<file path="config.mk">
export PLATFORM = sky130hd
export DESIGN_NAME = mac_stream_cell
export DESIGN_NICKNAME = d
export VERILOG_FILES = /design/src/rtl/mac_stream_cell_pkg.sv /design/src/rtl/mac_stream_cell_weight_bank.sv /design/src/rtl/mac_stream_cell.sv
export SDC_FILE = /design/constraint.sdc
export NUM_CORES = 1
export LEC_CHECK = 0
export CORE_MARGIN = 4
export CORE_UTILIZATION = 40
export CTS_CLUSTER_DIAMETER = 60
export DETAILED_ROUTE_END_ITERATION = 7
export SKIP_CTS_REPAIR_TIMING = 1
export SYNTH_ARGS = -nofsm -noshare
export SYNTH_HDL_FRONTEND = slang
export SYNTH_SLANG_ARGS = --single-unit
</file>
<file path="constraint.sdc">
create_clock -name clock -period 7.5 [get_ports clock]
set_clock_uncertainty 0.2 [all_clocks]
set_input_delay 1.5 -clock clock [delete_from_list [all_inputs] [get_ports clock]]
set_output_delay 1.5 -clock clock [all_outputs]
set_load 0.02 [all_outputs]
</file>
<file path="src/rtl/mac_stream_cell_pkg.sv">
// Shared types and helpers for the streaming MAC cell family.
// sat_narrow clamps only when saturation is requested; the caller keeps the low DATA_W bits.
package cell_package;

    typedef enum logic [1:0] {
        IDLE,
        ACCUM,
        PENDING
    } cell_state_e;

    localparam int unsigned NARROW_W = 64;

    function automatic logic signed [NARROW_W-1:0] sat_narrow(
        input logic signed [NARROW_W-1:0] value,
        input int unsigned                dataW,
        input logic                       saturate
    );
        logic signed [NARROW_W-1:0] hi;
        logic signed [NARROW_W-1:0] lo;
        hi = $signed((64'd1 << (dataW - 1)) - 64'd1);
        lo = -hi - 64'sd1;
        if (saturate && (value > hi)) return hi;
        if (saturate && (value < lo)) return lo;
        return value;
    endfunction

endpackage

</file>
<file path="src/rtl/mac_stream_cell_weight_bank.sv">
// Runtime-loadable weight register bank with combinational read.
// Out-of-range reads return zero and raise rdErr.
module mac_weight_bank
    import cell_package::*;
#(
    parameter int unsigned DATA_W   = 8,
    parameter int unsigned N_INPUTS = 3,
    parameter int unsigned IDX_W    = 2
) (
    input  logic              clock,
    input  logic              reset,
    input  logic              wrEn,
    input  logic [IDX_W-1:0]  wrAddr,
    input  logic [DATA_W-1:0] wrData,
    input  logic [IDX_W-1:0]  rdAddr,
    output logic [DATA_W-1:0] rdData,
    output logic              rdErr
);

    logic [DATA_W-1:0] weights [N_INPUTS];

    always_ff @(posedge clock or posedge reset) begin
        if (reset) begin
            for (int unsigned i = 0; i < N_INPUTS; i++) weights[i] <= '0;
        end else if (wrEn) begin
            for (int unsigned i = 0; i < N_INPUTS; i++) begin
                if (wrAddr == IDX_W'(i)) weights[i] <= wrData;
            end
        end
    end

    always_comb begin
        rdData = '0;
        for (int unsigned i = 0; i < N_INPUTS; i++) begin
            if (rdAddr == IDX_W'(i)) rdData = weights[i];
        end
    end

    assign rdErr = (32'(rdAddr) >= N_INPUTS);

endmodule

</file>
<file path="src/rtl/mac_stream_cell.sv">
// Handshaked MAC cell: accumulates a dot product and forwards beats along a cell chain.
// Define CELL_SATURATE_EN for saturating accumulation and clamped result narrowing.
module mac_stream_cell
    import cell_package::*;
#(
    parameter int unsigned DATA_W       = 8,
    parameter int unsigned ACC_W        = 24,
    parameter int unsigned N_INPUTS     = 3,
    parameter int unsigned IDX_W        = (N_INPUTS > 1) ? $clog2(N_INPUTS) : 1,
    parameter int unsigned OUT_SHIFT    = 0,
    parameter bit          IS_LAST_CELL = 1'b0
) (
    input  logic              clock,
    input  logic              reset,
    input  logic              in_valid,
    output logic              in_ready,
    input  logic [DATA_W-1:0] in_data,
    input  logic              in_first,
    input  logic              in_last,
    input  logic              in_result,
    input  logic [IDX_W-1:0]  in_windex,
    output logic              out_valid,
    input  logic              out_ready,
    output logic [DATA_W-1:0] out_data,
    output logic              out_first,
    output logic              out_last,
    output logic              out_result,
    output logic [IDX_W-1:0]  out_windex,
    input  logic              w_load_en,
    input  logic [IDX_W-1:0]  w_load_addr,
    input  logic [DATA_W-1:0] w_load_data,
    output logic              w_load_err,
    output logic              idx_err
);

`ifdef CELL_SATURATE_EN
    localparam logic SAT_EN = 1'b1;
`else
    localparam logic SAT_EN = 1'b0;
`endif

    cell_state_e state;
    logic signed [ACC_W-1:0] acc;
    logic xfer;

    logic outFree, accept, dataAccept, resultAccept, emitOwn, wrEn, lastTaken;
    logic [DATA_W-1:0] weight;
    logic idxBad;
    logic signed [2*DATA_W-1:0] dataExt, weightExt, product;
    logic signed [ACC_W-1:0] productExt, accSum, shifted;
    logic signed [ACC_W:0] sumWide;
    logic [DATA_W-1:0] ownData;

    mac_weight_bank #(
        .DATA_W  (DATA_W),
        .N_INPUTS(N_INPUTS),
        .IDX_W   (IDX_W)
    ) weightBank (
        .clock (clock),
        .reset (reset),
        .wrEn  (wrEn),
        .wrAddr(w_load_addr),
        .wrData(w_load_data),
        .rdAddr(in_windex),
        .rdData(weight),
        .rdErr (idxBad)
    );

    assign outFree      = !out_valid || out_ready;
    assign in_ready     = outFree && !((state == PENDING) && !in_result);
    assign accept       = in_valid && in_ready;
    assign dataAccept   = accept && !in_result;
    assign resultAccept = accept && in_result;
    assign emitOwn      = (state == PENDING) && outFree && !accept;
    assign wrEn         = w_load_en && (state == IDLE) && !dataAccept;
    assign lastTaken    = dataAccept && in_last && (in_first || (state == ACCUM));

    // Bank returns zero for out-of-range indices, so the product is already zero there.
    always_comb begin
        dataExt    = (2*DATA_W)'($signed(in_data));
        weightExt  = (2*DATA_W)'($signed(weight));
        product    = dataExt * weightExt;
        productExt = ACC_W'(product);
        sumWide    = (ACC_W+1)'(acc) + (ACC_W+1)'(productExt);
        accSum     = sumWide[ACC_W-1:0];
        if (SAT_EN && (sumWide[ACC_W] != sumWide[ACC_W-1])) begin
            accSum = sumWide[ACC_W] ? {1'b1, {(ACC_W-1){1'b0}}} : {1'b0, {(ACC_W-1){1'b1}}};
        end
        shifted = acc >>> OUT_SHIFT;
        ownData = DATA_W'(sat_narrow(NARROW_W'(shifted), DATA_W, SAT_EN));
    end

    always_ff @(posedge clock or posedge reset) begin
        if (reset) begin
            state      <= IDLE;
            acc        <= '0;
            xfer       <= 1'b0;
            out_valid  <= 1'b0;
            out_data   <= '0;
            out_first  <= 1'b0;
            out_last   <= 1'b0;
            out_result <= 1'b0;
            out_windex <= '0;
            w_load_err <= 1'b0;
            idx_err    <= 1'b0;
        end else begin
            w_load_err <= w_load_en && !wrEn;
            if (dataAccept && idxBad) idx_err <= 1'b1;

            if (dataAccept) begin
                if (in_first) begin
                    acc   <= productExt;
                    state <= in_last ? PENDING : ACCUM;
                end else if (state == ACCUM) begin
                    acc <= accSum;
                    if (in_last) state <= PENDING;
                end
                if (IS_LAST_CELL && lastTaken) xfer <= 1'b1;
            end

            if (outFree) begin
                out_valid <= 1'b0;
                if (resultAccept) begin
                    out_valid  <= 1'b1;
                    out_data   <= in_data;
                    out_windex <= in_windex;
                    if (IS_LAST_CELL) begin
                        out_first  <= xfer;
                        out_last   <= 1'b0;
                        out_result <= 1'b0;
                        xfer       <= 1'b0;
                    end else begin
                        out_first  <= in_first;
                        out_last   <= in_last;
                        out_result <= 1'b1;
                    end
                end else if (dataAccept) begin
                    if (!IS_LAST_CELL) begin
                        out_valid  <= 1'b1;
                        out_data   <= in_data;
                        out_windex <= in_windex;
                        out_first  <= in_first;
                        out_last   <= in_last;
                        out_result <= 1'b0;
                    end
                end else if (emitOwn) begin
                    out_valid  <= 1'b1;
                    out_data   <= ownData;
                    out_windex <= '0;
                    out_result <= !IS_LAST_CELL;
                    out_first  <= IS_LAST_CELL && xfer;
                    out_last   <= IS_LAST_CELL;
                    xfer       <= 1'b0;
                    state      <= IDLE;
                end
            end
        end
    end

endmodule
</file>
Yosys cells after proc, flatten, opt, wreduce, memory -nomap -nowiden

Cells that the tools add are included.

$add $sub $neg: 1
Multipliers: 1
Div/mod/pow operators: 0
Order comparisons: 1
Equal/unequal tests: 6
Shift-type cells: 0
Mux-type cells: 31
Bitwise operators: 0
Reduce and logical (&&, ||, !) cells: 28

Operators with widths:

| cell                                                             | number |
|---|---|
| 24-bit 2-to-1 mux                                                | 2 |
| 8-bit 2-to-1 mux                                                 | 6 |
| 24-bit by 16-bit adder with 24-bit output                        | 1 |
| 2-bit 2-to-1 mux                                                 | 12 |
| 8-bit by 8-bit multiplier with 16-bit output                     | 1 |
| 1-bit logical AND                                                | 11 |
| 1-bit 2-to-1 mux                                                 | 11 |
| 2-bit AND reduction                                              | 5 |
| 2-bit by 1-bit == test with 1-bit output (second input constant) | 3 |
| 2-bit == test (second input constant)                            | 3 |
| 1-bit logical NOT                                                | 6 |
| 2-bit logical NOT                                                | 3 |
| 3-bit nonzero test                                               | 1 |
| 2-bit >= comparator (second input constant)                      | 1 |
| 2-bit nonzero test                                               | 1 |
| 1-bit logical OR                                                 | 1 |

Register bits after elaboration: 66
Latch bits: 0
Bits in writable memories: 0
ROM bits: 0
Bits of input ports: 28
Output and inout bits: 17
Word-level logic and storage cells: 81
Memories kept: 0

Depth between registers and ports, before layout

Depth in word-level cells: 11
Gate-level depth with buffers: 24
Gate-level depth less buffers: 22

Modules after synthesis

Synthesis repeated with hierarchy kept, for this count alone.

Cells, all modules: 337
Area total of the unflattened synthesis: 3,492.1 um^2

Modules (own cells, without submodules):

| module          | instances | cells an instance | area each (um^2) | sequential area each (um^2) |
|---|---|---|---|---|
| mac_stream_cell | 1         | 264               | 2,399.8          | 650.6 |
| mac_weight_bank | 1         | 73                | 1,092.3          | 600.6 |

Worst setup path after synthesis

No wires, ideal clock.

Path type: input to register
From: input port in_windex[0]
To: register acc[7]
Setup time: 0.067 ns
Arrival: 6.214 ns
Data required time: 7.233 ns
Slack: 1.019 ns
Stages on the path: 24
Path buffers: 2
Cells stage by stage: buf_4 > and2b_2 > buf_2 > nand2_1 > o21ai_0 > and2_1 > ha_1 > inv_1 > fa_1 > inv_1 > ha_1 > inv_1 > fa_1 > inv_1 > ha_1 > fa_1 > xor2_1 > ha_1 > nor3_1 > o211ai_1 > a211o_2 > a2111o_1 > o311a_1 > nand3_2

Cells in the longest elaborated chain, start to end: 8
Elaborated cells on any way between the ends: 10
Classes of those cells: add/sub: 1; mul: 1; eq/ne: 2; mux: 5; reduce/logical: 1

Ends and longest elaborated chain:

| item                                             | line                              | RTL |
|---|---|---|
| from (decl)                                      | mac_stream_cell.sv:21             | `input logic [IDX_W-1:0] in_windex,` |
| 2-bit logical NOT                                | mac_stream_cell_weight_bank.sv:35 | `if (rdAddr == IDX_W'(i)) rdData = weights[i];` |
| 8-bit 2-to-1 mux (2 in a row)                    | mac_stream_cell_weight_bank.sv:35 |  |
| 8-bit 2-to-1 mux (*)                             | mac_stream_cell_weight_bank.sv:35 |  |
| 8-bit by 8-bit multiplier with 16-bit output (*) | mac_stream_cell.sv:82             | `product = dataExt * weightExt;` |
| 24-bit by 16-bit adder with 24-bit output        | mac_stream_cell.sv:84             | `sumWide = (ACC_W+1)'(acc) + (ACC_W+1)'(productExt);` |
| 24-bit 2-to-1 mux                                | mac_stream_cell.sv:114            | `end else if (state == ACCUM) begin` |
| 24-bit 2-to-1 mux (*)                            | mac_stream_cell.sv:111            | `if (in_first) begin` |
| to (signal assigned)                             | mac_stream_cell.sv:112            | `acc <= productExt;` |
| to (signal assigned)                             | mac_stream_cell.sv:115            | `acc <= accSum;` |
| to (decl)                                        | mac_stream_cell.sv:43             | `logic signed [ACC_W-1:0] acc;` |

Every way passes the cells marked *; elsewhere a longest branch is shown, timed or not. The select of a mux whose other input is x is not followed.
A chain may end at the register's enable or synchronous reset.

Final worst setup path

From: input port in_windex[1]
To: register acc[7]

The elaborated chain is that of the path after synthesis.

==> results_tabular.tex <==
\begin{tabular}{lr}
\hline
Metric & Value \\
\hline
\multicolumn{2}{l}{\textbf{Clocking}} \\
\quad TritonCTS sink count & 50 \\
\quad Num CTS Buffers & 5 \\
\quad Clock slew at reported path FFs & 0.10 ns \\
\quad Clock tree from TritonCTS & done \\
\quad CTS root buf & clkbuf\_8 \\
\quad Worst-case clock buffer depth & 2 \\
\quad \# H-tree levels & 2 \\
\quad Clock latency at the later pin of the worst-skew pair & 0.31 ns \\
\multicolumn{2}{l}{\textbf{Synthesis}} \\
\quad Top flip-flop cell by instance count after synthesis & dfrtp\_1 \\
\quad Number of flops mapped to enable cells by yosys & 0 \\
\quad Post-synthesis cell type with the largest combined area & dfrtp\_1 \\
\quad Sequential cell area fraction in the yosys report & 0.334 \\
\quad Cell area after synthesis & 0.00374 mm2 \\
\quad Post-synthesis net count & 443 \\
\quad Number of warnings printed during yosys synthesis & 0 \\
\quad Cells after synthesis & approximately 380 \\
\quad Async set-or-reset flop fraction in the synthesized netlist & 1.00 \\
\quad Share of the synthesized area in the top cell type & 0.334 \\
\quad Post-synthesis average cell area & 9.96 um2 \\
\quad Ranking of synthesized cells by area & dfrtp\_1 (33\%), ha\_1 (8.7\%), mux2\_2 (7.2\%) \\
\quad Distinct cells, synth & 58 \\
\quad FF+latch count, synth & 50 \\
\multicolumn{2}{l}{\textbf{Critical path}} \\
\quad Largest fanout on the critical path & 6 \\
\quad Startpoint of the worst setup timing path & in\_windex[1] \\
\quad Endpoint arrival time on the critical path & 7.06 ns \\
\quad Crit Reg-Reg Startpoint & weightBank.weights[19] \\
\quad Worst setup SP type & input port \\
\quad Minimum setup slack among reg-to-reg paths & 1.95 ns \\
\quad Data required time of the critical path & 7.55 ns \\
\quad Worst R2R Path Depth & 19 \\
\quad Critical register-to-register path endpoint & acc[7] \\
\quad Critical path type & in -> reg \\
\quad Critical path endpoint & acc[7] \\
\quad Kind of end point of the critical path & register \\
\multicolumn{2}{l}{\textbf{Global route}} \\
\quad Met1 Usage GRT & 0.213 \\
\quad Maximum number of pins on one net before global-route repair & 51 \\
\quad Met2 Use GR & 0.259 \\
\quad Initial antenna violation count & 0 \\
\quad Vias in the first global route & 2918 \\
\quad Overflow after GRT & 0 \\
\quad GRT Total Usage & 0.156 \\
\quad Met3 Track Usage GR & 0.0296 \\
\quad Global-route wire length before repair & approximately 14000 um \\
\quad Busiest layer in global routing & met2 \\
\multicolumn{2}{l}{\textbf{Timing}} \\
\quad Number of endpoints with negative hold slack in the final report & 0 \\
\quad Worst-margin pin slew & 1.02 ns \\
\quad Headroom to the max-slew limit & 0.320 \\
\quad RSZ-0062 raised after global routing & no \\
\quad Number of pins with negative max-slew slack in the final report & 0 \\
\quad Final period demand of the worst path & 7.01 ns \\
\quad Final setup violation count & 0 \\
\quad Timing-limited maximum frequency & roughly 140 MHz \\
\quad Tcrit/Tclk final & 0.935 \\
\quad Total negative slack & 0 ns \\
\quad Hold\_ws & 0.281 ns \\
\multicolumn{2}{l}{\textbf{Route}} \\
\quad Via count normalized by instance count & 5.30 \\
\quad Post-detailed-routing wire length & 8250 um \\
\quad Vias post-DR & $\sim$2800 \\
\quad Count of routing violations after the opening detailed-route iteration & 123 \\
\quad Iteration count of the initial detailed-routing pass & 4 \\
\quad Count of unresolved DRC violations after routing & 0 \\
\quad Antenna-violating nets left & 0 \\
\quad Wirelength per Cell & 15.4 um \\
\multicolumn{2}{l}{\textbf{Die}} \\
\quad Initial core utilization & 0.407 \\
\quad Die Wd & about 100 um \\
\quad Total Die Area & between 0.01 and 0.015 mm2 \\
\quad Rows & 35 \\
\quad Count of pins on the block boundary & 45 \\
\quad Area of the core & 0.00920 mm2 \\
\quad Vertical die dimension & 105 um \\
\multicolumn{2}{l}{\textbf{Cells and area}} \\
\quad Count of inserted antenna diode cells & 0 \\
\quad Utilization after layout & 0.481 \\
\quad Final cell area excluding filler cells & between 0.004 and 0.005 mm2 \\
\quad Area growth from synthesis to layout & 18.2\% \\
\quad Share of post-route cells with drive strength above 1 & 0.132 \\
\quad Net count reported at finish & between 400 and 500 \\
\quad Final instance count without filler cells & between 500 and 600 \\
\quad Layout filler cell count & 871 \\
\multicolumn{2}{l}{\textbf{Pwr}} \\
\quad Cell Int Power & 1.02 mW \\
\quad Leakage & about 2.1 nW \\
\quad Power Density & 401 mW/mm2 \\
\quad Net switching fraction of the power & 0.423 \\
\quad Combinational group share of total power & 0.634 \\
\quad Portion of total power attributed to sequential cells & 0.258 \\
\quad P\_sw & $\sim$0.75 mW \\
\quad Max rail drop VDD & 163 uV \\
\quad Clock share of power & 0.108 \\
\multicolumn{2}{l}{\textbf{Placement}} \\
\quad Detailed Place HPWL & $\sim$6600 um \\
\quad Post-placement cell area & between 0.004 and 0.005 mm2 \\
\quad Routability congestion estimate from global placement & 0.877 \\
\quad Count of input and output buffers & 44 \\
\quad Number of placed instances, taps included & about 530 \\
\multicolumn{2}{l}{\textbf{Status}} \\
\quad Run status & completed \\
\multicolumn{2}{l}{\textbf{Hold path}} \\
\quad Worst hold path type & reg -> reg \\
\multicolumn{2}{l}{\textbf{Job}} \\
\quad Count of max-cap constraint violations & 0 \\
\hline
\end{tabular}
## metrics by stage
stage               power [mW]  worst slack, ns
floorplan                 1.31             1.02
global placement          1.56            0.233
detailed placement        1.59            0.141
CTS                       1.79            0.472
global route              1.95            0.148
finish                    1.78            0.488
## cell usage after synthesis (3+ instances only)
master / number
a211oi_1: 4
a21o_1: 3
a21oi_1: 18
a22o_1: 3
a2bb2oi_1: 3
and2_1: 20
clkbuf_1: 7
dfrtp_1: 50
fa_1: 13
ha_1: 26
inv_1: 39
mux2_2: 24
mux2i_1: 13
nand2_1: 36
nand2b_1: 4
nor2_1: 22
nor2b_1: 5
nor3_1: 4
o211ai_1: 4
o21ai_0: 21
o2bb2ai_1: 3
xnor2_1: 8
xnor3_1: 3
## power groups by stage
stage | Combinational (mW) | Clock (mW) | Sequential (mW)
after floorplan | 0.834 | 0 | 0.476
after global placement | 1.10 | 0 | 0.462
after detailed placement | 1.13 | 0 | 0.465
after CTS | 1.13 | 0.196 | 0.459
after global routing | 1.27 | 0.204 | 0.476
final | 1.13 | 0.192 | 0.458
## worst max-delay path: stages
cell	delay, ns
clkdlybuf4s50_1	0.53
buf_4	0.17
mux2i_1	0.27
o21ai_0	0.29
and2_1	0.27
ha_1	0.28
inv_1	0.05
fa_1	0.49
inv_1	0.04
ha_1	0.26
inv_1	0.05
fa_1	0.52
inv_1	0.04
ha_1	0.21
fa_1	0.38
xor2_1	0.19
ha_1	0.21
nor3_1	0.18
o211ai_1	0.18
a211o_2	0.34
a2111o_1	0.41
o311a_1	0.12
nand3_2	0.07
## cells in the final DEF, fill, tap and decap left out, types with 3 or more instances in the layout
master and count:
a21o_1 3, fa_1 13, nor2b_1 5, buf_4 8, mux2_2 24, a22o_1 3, o211ai_1 4, clkbuf_8 5
inv_1 38, xnor2_1 8, ha_1 26, a2bb2oi_1 3, nand2b_1 4, o21ai_0 20, clkdlybuf4s50_1 44, xnor3_1 3
nor2_1 22, o2bb2ai_1 3, a211oi_1 4, nand2_1 36, and2_1 20, nor3_1 4, mux2i_1 13, dfrtp_1 50
a21oi_1 18
## worst min-delay path by stage
stage	start	cells after the start	to	slack (ns)
floorplan	acc[0]	2	acc[0]	0.28
global placement	out_data[2]	2	out_data[2]	0.26
detailed placement	out_data[1]	2	out_data[1]	0.27
CTS	out_data[1]	2	out_data[1]	0.29
global route	idx_err	1	idx_err	0.31
finish	out_data[1]	2	out_data[1]	0.28
## flip-flops by register name, indices dropped and copies added (netlist names)
name / cells
acc: 8
idx_err: 1
out_data: 8
out_first: 1
out_last: 1
out_result: 1
out_valid: 1
out_windex: 2
state: 2
w_load_err: 1
weightBank.weights: 24
## metal layers
metal,vias up,wire length (um)
met1,1361,3940
met3,13,303
met4,0,91
met5,-,0
met2,59,3910
li1,1400,-
## logic make-up (layout without fill, tap and decap cells)
group | after synthesis | after routing | synth area share
DFF | 50 | 50 | 0.334
buffers and inverters | 51 | 99 | 0.0575
muxes | 38 | 38 | 0.111
AOI/OAI and AO/OA | 80 | 80 | 0.148
adders and majority gates | 39 | 39 | 0.156
and+or+nand+nor | 103 | 103 | 0.139
xor gates and xnor gates | 15 | 15 | 0.0541
## area by class of cell
type | count | area [um2] | area share
multi-input cells | 275 | 2280 | 0.515
clock inverters | 2 | 37.5 | 0.00848
clock buffers | 6 | 72.6 | 0.0164
flip-flops and latches | 50 | 1250 | 0.283
well taps | 111 | 139 | 0.0314
inverters | 39 | 146 | 0.0331
repair buffers | 52 | 500 | 0.113
(Power assumes the default switching activity.)
